### src/rtl/axi_channel_slice.sv
// axi_channel_slice: one AXI channel buffer (payload + LAST). DEPTH=0 is a pass-through,
// DEPTH>=1 a registered circular buffer with optional store-and-forward packet mode.
module axi_channel_slice #(
    parameter int WIDTH       = 1,
    parameter int DEPTH       = 2,
    parameter int PACKET_MODE = 0,
    localparam int CNT_W      = (DEPTH > 0) ? $clog2(DEPTH + 1) : 1
) (
    input  logic             clk,
    input  logic             rst,
    input  logic [WIDTH-1:0] in_data,
    input  logic             in_last,
    input  logic             in_valid,
    output logic             in_ready,
    output logic [WIDTH-1:0] out_data,
    output logic             out_last,
    output logic             out_valid,
    input  logic             out_ready,
    output logic [CNT_W-1:0] count,
    output logic [CNT_W-1:0] pkt_count
);

    if (DEPTH == 0) begin : g_wire
        logic unused_clk_rst;

        assign unused_clk_rst = clk ^ rst;
        assign out_data       = in_data;
        assign out_last       = in_last;
        assign out_valid      = in_valid;
        assign in_ready       = out_ready;
        assign count          = '0;
        assign pkt_count      = '0;
    end else begin : g_buf
        localparam int               PTR_W    = (DEPTH > 1) ? $clog2(DEPTH) : 1;
        localparam logic [PTR_W-1:0] LAST_PTR = PTR_W'(DEPTH - 1);
        localparam logic [CNT_W-1:0] FULL_CNT = CNT_W'(DEPTH);

        logic [WIDTH-1:0] mem_data [DEPTH];
        logic             mem_last [DEPTH];
        logic [PTR_W-1:0] rd_ptr;
        logic [PTR_W-1:0] wr_ptr;
        logic             full;
        logic             empty;
        logic             head_ok;
        logic             push;
        logic             pop;
        logic             push_last;
        logic             pop_last;

        assign full  = (count == FULL_CNT);
        assign empty = (count == '0);

        // in_ready depends only on registered state, which breaks the ready path.
        assign in_ready = ~full & ~rst;

        if (PACKET_MODE != 0) begin : g_pkt
            // A full buffer releases its head even without a LAST so long bursts cannot deadlock.
            assign head_ok = (pkt_count != '0) | full;
        end else begin : g_cut
            assign head_ok = 1'b1;
        end

        assign out_valid = ~empty & head_ok;
        assign out_data  = mem_data[rd_ptr];
        assign out_last  = mem_last[rd_ptr];

        assign push      = in_valid & in_ready;
        assign pop       = out_valid & out_ready;
        assign push_last = push & in_last;
        assign pop_last  = pop & out_last;

        always_ff @(posedge clk or posedge rst) begin
            if (rst) begin
                rd_ptr    <= '0;
                wr_ptr    <= '0;
                count     <= '0;
                pkt_count <= '0;
            end else begin
                if (push) begin
                    wr_ptr <= (wr_ptr == LAST_PTR) ? '0 : wr_ptr + 1'b1;
                end
                if (pop) begin
                    rd_ptr <= (rd_ptr == LAST_PTR) ? '0 : rd_ptr + 1'b1;
                end
                if (push & ~pop) begin
                    count <= count + 1'b1;
                end else if (~push & pop) begin
                    count <= count - 1'b1;
                end
                if (push_last & ~pop_last) begin
                    pkt_count <= pkt_count + 1'b1;
                end else if (~push_last & pop_last) begin
                    pkt_count <= pkt_count - 1'b1;
                end
            end
        end

        // NOTE: storage is deliberately not reset; only pointers and counters are, and the
        // contents are don't-care whenever out_valid is low.
        always_ff @(posedge clk) begin
            if (push) begin
                mem_data[wr_ptr] <= in_data;
                mem_last[wr_ptr] <= in_last;
            end
        end

`ifndef SYNTHESIS
        a_no_push_full: assert property (@(posedge clk) disable iff (rst) !(push && full));
        a_no_pop_empty: assert property (@(posedge clk) disable iff (rst) !(pop && empty));
        a_pkt_le_count: assert property (@(posedge clk) disable iff (rst) pkt_count <= count);
        a_out_stable: assert property (@(posedge clk) disable iff (rst)
            (out_valid && !out_ready) |=> (out_valid && $stable(out_data) && $stable(out_last)));
`endif
    end

endmodule

### config.mk
export PLATFORM = sky130hd
export DESIGN_NAME = axi_channel_slice
export DESIGN_NICKNAME = d
export VERILOG_FILES = /design/src/rtl/axi_channel_slice.sv
export SDC_FILE = /design/constraint.sdc
export NUM_CORES = 1
export LEC_CHECK = 0
export ABC_AREA = 1
export BUFFER_PORTS_ARGS = -buffer_cell sky130_fd_sc_hd__buf_2
export CORE_AREA = 5 5 42 44
export DETAILED_ROUTE_END_ITERATION = 6
export DIE_AREA = 0 0 47 49
export GPL_TIMING_DRIVEN = 1
export HOLD_SLACK_MARGIN = 0.05
export PLACE_DENSITY = 0.65
export RECOVER_POWER = 25
export SLEW_MARGIN = 20
export SYNTH_ARGS = -nofsm -noshare
export SYNTH_HDL_FRONTEND = slang
export SYNTH_SLANG_ARGS = --single-unit
### constraint.sdc
create_clock -name clk -period 1.7 [get_ports clk]
set_input_delay 0.34 -clock clk [delete_from_list [all_inputs] [get_ports clk]]
set_output_delay 0.34 -clock clk [all_outputs]
set_load 0.005 [all_outputs]
==> impl_summary.md, run 1 <==
Cells and area
The diode insertion count for antenna repair is 0. The combined area of the multi-input logic cells is 198 µm². The number of non-filler instances in the completed layout is 95. Leaving out fill and tap cells, the most frequent cells in the layout are nand2_1, buf_2, inv_1. The sequential cell area is 270 µm².

Of the cells placed in the final design, the portion with a size suffix greater than 1 is 29.1%. The number of nets in the final layout is 88. The filler cells instantiated in the layout total 135. Cells fill 45.6% of the core in the end.

Summing all non-filler instances in the final layout gives an area of 639 µm². The library cell used most frequently in the layout, excluding fill and tap cells, is nand2_1. From synthesis to final layout, the design area changed by 22.0%.

STA
Setup repair after global routing left no endpoint under its margin. In the finished design, the share of the clock period the worst path needs comes to 84.2%. The worst path needs 1.43 ns of the cycle, external delays included. The sum of negative setup slack is 0 ns. The max-slew headroom at the worst pin is 76.4%. The final hold violation count is 0. The number of slew-limit violations in the final report is 0. The actual slew at the worst max-slew pin is 0.354 ns.

The maximum operating frequency is 699 MHz. On the final layout, the worst clock skew is 0.00631 ns. The final-report setup violation count is 0.

Worst setup path
In this design, the largest share of critical-path delay is due to flip-flops. In this run the number of cells on the critical path is 9. The cell with the largest stage delay on the worst path is dfrtp_1. The beginning of the critical path is count[0]. The arrival time at the worst endpoint is 1.57 ns.

The endpoint identified for the worst register-to-register timing path is count[1]. The startpoint type of the worst setup path is a flop. The endpoint of the worst setup timing path is count[1]. Of all nets on the critical path, the largest fanout is 4. The path type of the worst setup path is flop to flop.

The kind of end point of the critical path is a flop. Counting cells, the worst reg-to-reg path comes to 9. The total buffers and inverters traversed by the critical path is 3. The data required time at the worst endpoint is 1.84 ns. The critical path's largest stage delay is 0.41 ns.

The critical path goes through inv_2, nand2_2, nand3_2, inv_1, ha_1, inv_1, nand3_1, nand2_1, nand2_1. The setup slack of the worst register-to-register path is 0.27 ns. The startpoint identified for the worst register-to-register timing path is count[0].

Yosys
Summing the areas of all fa, ha and maj instances in the mapped netlist gives 4.77% of the synthesized area. A synthesized cell averages 8.59 µm². The cell area after synthesis is 524 µm². Yosys mapped a number of flops with a built-in enable equal to 4. The number of storage elements in the synthesis netlist is 10. The number of nets handed over by synthesis was 69.

After synthesis, flip-flops and latches occupy 51.6% of the total area. The synthesized netlist devotes 3.34% of its cell area to XOR and XNOR gates. Among all flip-flop cells after synthesis, the most frequent one is dfrtp_1.

By area, the combinational part of the netlist is dominated by simple AND/OR/NAND/NOR gates. The number of standard cells after synthesis is 61. For this run, the number of Yosys warnings is 0. The complex-gate fraction of the synthesized area is 0.955%. Of the total synthesized cell area, the portion taken by AND, OR, NAND and NOR gates is 28.6%.

The distinct cell type count of the synthesized netlist is 14. The portion of synthesized area spent on multiplexers is 0%. The share of async-settable or async-resettable flops after synthesis is 60.0%.

Die
The placeable core region is 1400 µm². The top-level I/O count is 14. The die is 49 µm tall.

Row generation in the floorplan step produced 14 rows. The die is 47 µm wide. For this configuration, the core starts out at a cell density of 37.4%. The die outline area is 2300 µm².

Route
The detail-routed via count per cell is 4.32. Dividing the detail-routed wire length by the instance count gives 8.78 µm. The number of search-and-repair iterations in the first detailed-routing pass is 2. The total DRC errors in the routed layout is 0.

For this block, the via count after detailed routing is 410. Wires add up to 834 µm. The number of DRC violations after detailed-routing iteration 0 is 2. Once detail routing completed, the nets flagged for antenna violations numbered 0.

Clock network
Buffers inserted during clock tree synthesis total 3. The maximum count of clock buffers along a single path is 2. Clock-pin slew was measured on the worst setup and hold paths at 0.06 ns.

For the worst-skew pair, the clock arrives at the later sink with an insertion delay of 0.26 ns. In this run the post-CTS setup repair buffer count came out at 0. The tree is rooted in a clkbuf_4. The clock sink count is 10. The post-cts resize count is 0. After clock tree synthesis, the flow added hold-fix buffers numbering 0.

The clock tree from TritonCTS is done. The H-tree level count is 1.

GRT
The sum of overflow across all layers after global routing is 0. The initial antenna violation count is 0. The via count of the first global-routing pass was 388. The met3 usage is 4.43%.

For this run, global-route usage on met1 was measured as 9.15%. The pin count of the biggest net entering global routing is 8. The global routing met2 resource utilization is 13.8%. The layer flagged by global routing as most heavily used is met2. The wire length of the first global-routing pass is 1.42 mm. Global routing used 8.70% of the available tracks.

Pwr
For this design the ratio of total power to cell area is 1600 nW/µm². The analysis attributes to cell leakage a power of 0.000361 µW. Across the VDD grid, the largest voltage drop is 0.855 mV.

Place
The number of cells after detailed placement is 91. The detailed placement HPWL is 721 µm. Once placement finished, the instance area stood at 617 µm². Buffers placed on the I/O ports in this run total 13. The placer's final routability congestion estimate is 0.742.

Hold path
The class of the tightest hold or removal check is primary input to async pin.

Run
The count of maximum capacitance violations is 0.

Run status
The run finished with clean final reports.
==> kinds of logic after synthesis <==
| family | after synthesis |
|---|---|
| flip-flops | 10 |
| AO/OA/AOI/OAI | 1 |
| adder cells (fa/ha/maj) | 2 |
| AND/OR/NAND/NOR | 31 |
| buffers and inverters | 15 |
| XOR/XNOR | 2 |
==> per-layer routing <==
metal	share of wire, %	wire, µm
met1	41	344
met2	52	432
met3	5.6	47
met4	1.1	9
met5	0	0
==> report_power, final <==
group	internal, µW	leakage [µW]	switching (µW)	total (µW)
sequential	340	0.000109	74.1	414
combinational	196	0.000238	253	449
clock	90.1	0.0000150	68.7	159
==> how the worst min path moves through the flow <==
stage | end | startpoint | depth (start not counted) | slack (ns)
final | g_buf.rd_ptr | rst | 3 | 0.16
after global routing | g_buf.wr_ptr | rst | 3 | 0.18
after global placement | g_buf.rd_ptr | rst | 3 | 0.37
after CTS | g_buf.rd_ptr | rst | 3 | 0.09
after detailed placement | g_buf.rd_ptr | rst | 3 | 0.36
after floorplan | count[0] | rst | 1 | 0.16
==> stage by stage <==
| stage | worst slack (ns) | hold slack (ns) | total power, µW |
|---|---|---|---|
| detailed placement | 0.274 | 0.361 | 876 |
| finish | 0.268 | 0.156 | 1020 |
| global route | 0.138 | 0.182 | 1120 |
| floorplan | 0.349 | 0.155 | 722 |
| global placement | 0.310 | 0.365 | 863 |
| CTS | 0.263 | 0.0855 | 1040 |
==> state kept, by name, summed over array words and instances (netlist names) <==
| signal | count |
|---|---|
| g_buf.mem_last | 2 |
| g_buf.wr_ptr | 1 |
| count | 2 |
| pkt_count | 2 |
| g_buf.rd_ptr | 1 |
| g_buf.mem_data | 2 |
==> Yosys cell counts (2+ instances only) <==
library cell / instances / area share [%]
nand4_1: 3 / 3.6
inv_2: 3 / 2.1
edfxtp_1: 4 / 23
nand3_1: 2 / 1.9
ha_1: 2 / 4.8
nand2_4: 2 / 4.3
xnor2_1: 2 / 3.3
nand2_1: 20 / 14
dfrtp_1: 6 / 29
inv_1: 12 / 8.6
nor2_1: 2 / 1.4
==> worst register-to-register path, stage by stage, from the launching register on <==
cell and delay [ns]:
dfrtp_1 0.41, inv_2 0.12, nand2_2 0.07, nand3_2 0.09, inv_1 0.05, ha_1 0.32
inv_1 0.08, nand3_1 0.07, nand2_1 0.06, nand2_1 0.05
==> cell type report <==
class / instances / share of cell area [%]
multi-input combinational: 36 / 30.9
inverter: 15 / 8.81
tap: 16 / 3.13
sequential: 10 / 42.3
clock buffer: 4 / 4.11
timing repair buffer: 14 / 10.8
Power figures use the tool's default switching activity.
==> run 2, diff against run 1 <==
--- a/config.mk
+++ b/config.mk
@@ -5,14 +5,14 @@
 export SDC_FILE = /design/constraint.sdc
 export NUM_CORES = 1
 export LEC_CHECK = 0
-export ABC_AREA = 1
+export ABC_AREA = 0
 export BUFFER_PORTS_ARGS = -buffer_cell sky130_fd_sc_hd__buf_2
 export CORE_AREA = 5 5 42 44
 export DETAILED_ROUTE_END_ITERATION = 6
 export DIE_AREA = 0 0 47 49
 export GPL_TIMING_DRIVEN = 1
 export HOLD_SLACK_MARGIN = 0.05
-export PLACE_DENSITY = 0.65
+export PLACE_DENSITY = 0.62
 export RECOVER_POWER = 25
 export SLEW_MARGIN = 20
 export SYNTH_ARGS = -nofsm -noshare
==> constraint.sdc (replaced) <==
create_clock -name clk -period 1.2 [get_ports clk]
set_input_delay 0.24 -clock clk [delete_from_list [all_inputs] [get_ports clk]]
set_output_delay 0.24 -clock clk [all_outputs]
set_load 0.005 [all_outputs]
==> run 2 against run 1 <==
  * The run now ends with setup timing left
  * Fmax fell by 3.2%
  * Via count fell by 22%
  * Hold slack improved by 0.037 ns
  * Critical path type unchanged
  * Area after synthesis fell by 11%
  * Wire length rose by 8.4%
  * Largest power group unchanged
  * Critical path depth fell by 2
  * Critical endpoint unchanged
  * Die area did not move
  * Highest routed layer unchanged
  * Setup slack got worse by 0.55 ns
==> impl_summary.md, run 2 <==
Yosys
By count the netlist is led by dfrtp_1, xor2_1, edfxtp_1. Summing the sequential cell areas from Yosys gives 58.2% of the chip area. The prevailing post-synth register cell is dfrtp_1. The number of nets handed over by synthesis was 42. The average cell area after synthesis is 13.7 µm². The number of synthesized flops with an enable pin is 4. Sorting the synthesized cells by area gives the leading types as dfrtp_1, edfxtp_1, xor2_1.

Counting flops with an async set or reset pin after synthesis yields a share of 60.0%. After technology mapping, the gate count stands at 34. Yosys instantiated no cell more often than dfrtp_1. The synthesized netlist occupies a cell area of 464 µm².

Synthesis instantiated 15 different standard cells from the library. The Yosys step of the flow raised 0 warnings. After synthesis, the largest area contributor takes up 32.3% of total cell area. The cell type contributing the most total cell area after synthesis is dfrtp_1.

The number of storage elements in the synthesis netlist is 10.

Route
The highest signal layer in the routed design is met4. The total DRC errors in the routed layout is 0. After the first detailed-routing iteration, the DRC count stood at 2. Using the TritonRoute via totals, the vias-per-cell ratio works out to 4.22. The number of nets still failing antenna checks after routing is 0. The routed length on met2 is 409 µm. The met1 wire length is 391 µm. In the detailed route, the total length drawn on met3 is 78 µm. Dividing the detail-routed wire length by the instance count gives 11.9 µm. The final routed wirelength across all metal layers is 904 µm. The total via count after detailed routing is 321. Before antenna repair, the detailed router went through 4 iterations.

Cells and area
The repair_antennas step left the layout with diodes totalling 0. The most frequent standard cell in the layout excluding fill and tap cells is buf_2. At the end of the flow, the number of nets in the layout was 69. The top cell types in the final layout, fill and taps aside, are buf_2, dfrtp_1, buf_6, buf_4. Compared with the post-synthesis result, the final layout area differs by 52.8%. In the final layout, the share of cells above drive strength 1 is 53.3%.

STA
Setup repair after global routing could not meet its margin everywhere. Static timing analysis puts the maximum clock frequency at 676 MHz. The max-slew headroom at the worst pin is 80.2%. The number of slew-limit violations in the final report came to 0.

Final hold analysis gives a worst-case slack of 0.193 ns. Setup violations remaining at the end of the flow were counted as 13. The actual slew at the worst max-slew pin is 0.297 ns. The sum of negative setup slack is -1.96 ns. The final hold violation count is 0. Across all setup checks in the final design, the least slack found is -0.279 ns. In the finished design, the share of the clock period the worst path needs comes to 123%. The final period demand of the worst path is 1.48 ns. The final setup skew is 0.00224 ns.

Worst setup path
The kind of end point of the critical path is a flop. The beginning of the critical path is count[1]. Data arrives at the worst endpoint at 1.64 ns. The startpoint type of the worst setup path is a flop. The highest fanout seen on the critical path is 4. The number of cells on the worst reg-to-reg path is 7.

The startpoint identified for the worst register-to-register timing path is count[1]. The worst register-to-register path has a setup slack of -0.28 ns. The endpoint of the lowest-slack register-to-register path is count[1]. The data required time at the worst endpoint is 1.36 ns. The path type of the worst setup path is flop to flop.

Place
The detailed placement HPWL is 662 µm. The congestion estimate from routability-driven global placement came to 0.667. Port buffering added 13 buffers.

Clock network
The cell sitting at the root of the clock tree is a clkbuf_4. The clock drives 10 sinks. The clock tree from TritonCTS is done.

The total CTS buffers is 3. The H-tree level count is 1. The clock slew at the register clock pins of the worst setup and hold paths is 0.07 ns. The insertion delay of the later-clocked pin in the worst-skew pair is 0.27 ns.

The maximum count of clock buffers along a single path is 2.

Die
The initialized floorplan defines 14 standard-cell rows. The floorplan die width is 47 µm. For this configuration, the core starts out at a cell density of 33.1%. The floorplan step defined a die boundary enclosing 2300 µm². The placeable core region is 1400 µm². Pin placement for this block handled 14 I/O pins. The die height is 49 µm.

Hold path
The min-delay analysis places its worst path in the category primary input to flop. The startpoint identified for the worst hold timing path is in_data. The hold path endpoint is g_buf.mem_data[1]. Counting instances, the worst hold path has a depth of 1.

GRT
The first global-routing pass estimated 1.35 mm of wire. Entering global routing, the biggest net connects 7 pins. Global routing used 9.05% of the available tracks across all layers. The initial antenna violation count is 0. The via count of the first global-routing pass is 313. After global routing the overflow that remains totals 0.

Run status
The run finished, with violations left. The checks that failed: setup timing.

Pwr
For this design the static power due to leakage is 0.000325 µW. The power per unit of standard cell area is 2390 nW/µm². The worst ir drop on vdd is 1.26 mV.

Run
The count of maximum capacitance violations is 0.
[run 2: cell types whose count changed after synthesis, moves of 2 or more]
cell | before | now
nand2_4 | 2 | 0
nand4_1 | 3 | 0
inv_1 | 12 | 1
nand2_1 | 20 | 1
and2_1 | 0 | 2
xor2_1 | 0 | 5
mux2_2 | 0 | 2
inv_2 | 3 | 0
[run 2: final cells by class]
class / instances / area, µm²
multi-input combinational: 23 / 233
sequential: 10 / 270
tap: 16 / 20.0
timing repair buffer: 22 / 156
fill: 133 / 692
clock inverter: 1 / 3.75
clock buffer: 3 / 22.5
inverter: 1 / 3.75
[run 2: how the worst max path moves through the flow]
stage	to	slack (ns)
detailed placement	pkt_count[1]	-0.28
global route	count[1]	-0.37
global placement	count[1]	-0.26
floorplan	pkt_count[1]	-0.33
finish	count[1]	-0.28
CTS	pkt_count[1]	-0.27
[run 2: kinds of logic after synthesis]
group / Yosys count / synth area share, %
simple gates: 11 / 15.6
flops: 10 / 58.2
xor+xnor: 8 / 15.1
mux: 2 / 4.85
fa+ha+maj: 2 / 5.39
buf+inv: 1 / 0.808
[run 2: through the flow]
stage / worst slack, ns / cells / instance area, µm² / util (%) / total power [µW]
CTS: -0.269 / 74 / 669 / 47.8 / 1590
floorplan: -0.332 / 34 / 472 / - / 957
global route: -0.370 / 76 / 709 / 50.6 / 1830
detailed placement: -0.283 / 68 / 594 / 42.4 / 1250
finish: -0.279 / 76 / 709 / 50.6 / 1690
global placement: -0.264 / 68 / 594 / 42.4 / 1240
[run 2: what timing repair did]
action,4_1_cts,5_1_grt
gates resized for setup,7,6
hold endpoints to repair,6,0
endpoints found under the setup margin,13,14
pin swaps,6,2
hold buffers,1,0
buffers inserted,1,2
[run 2: metal layers]
layer	GRT usage, %	up-vias
li1	-	163
met1	9.79	140
met2	12.0	13
met3	5.90	5
met4	6.91	0
met5	0	-
[run 2: critical path: stages, from the launching register on]
cell and delay, ns:
dfrtp_1 0.38, nor2b_4 0.14, nor3b_4 0.17, buf_4 0.15, ha_1 0.16, xor2_1 0.17
nor2_2 0.05, xor2_1 0.13
[run 2: power breakdown]
part	internal (µW)	leakage, µW	switching, µW
logic	540	0.000203	323
clock network	120	0.0000154	119
registers	488	0.000107	103
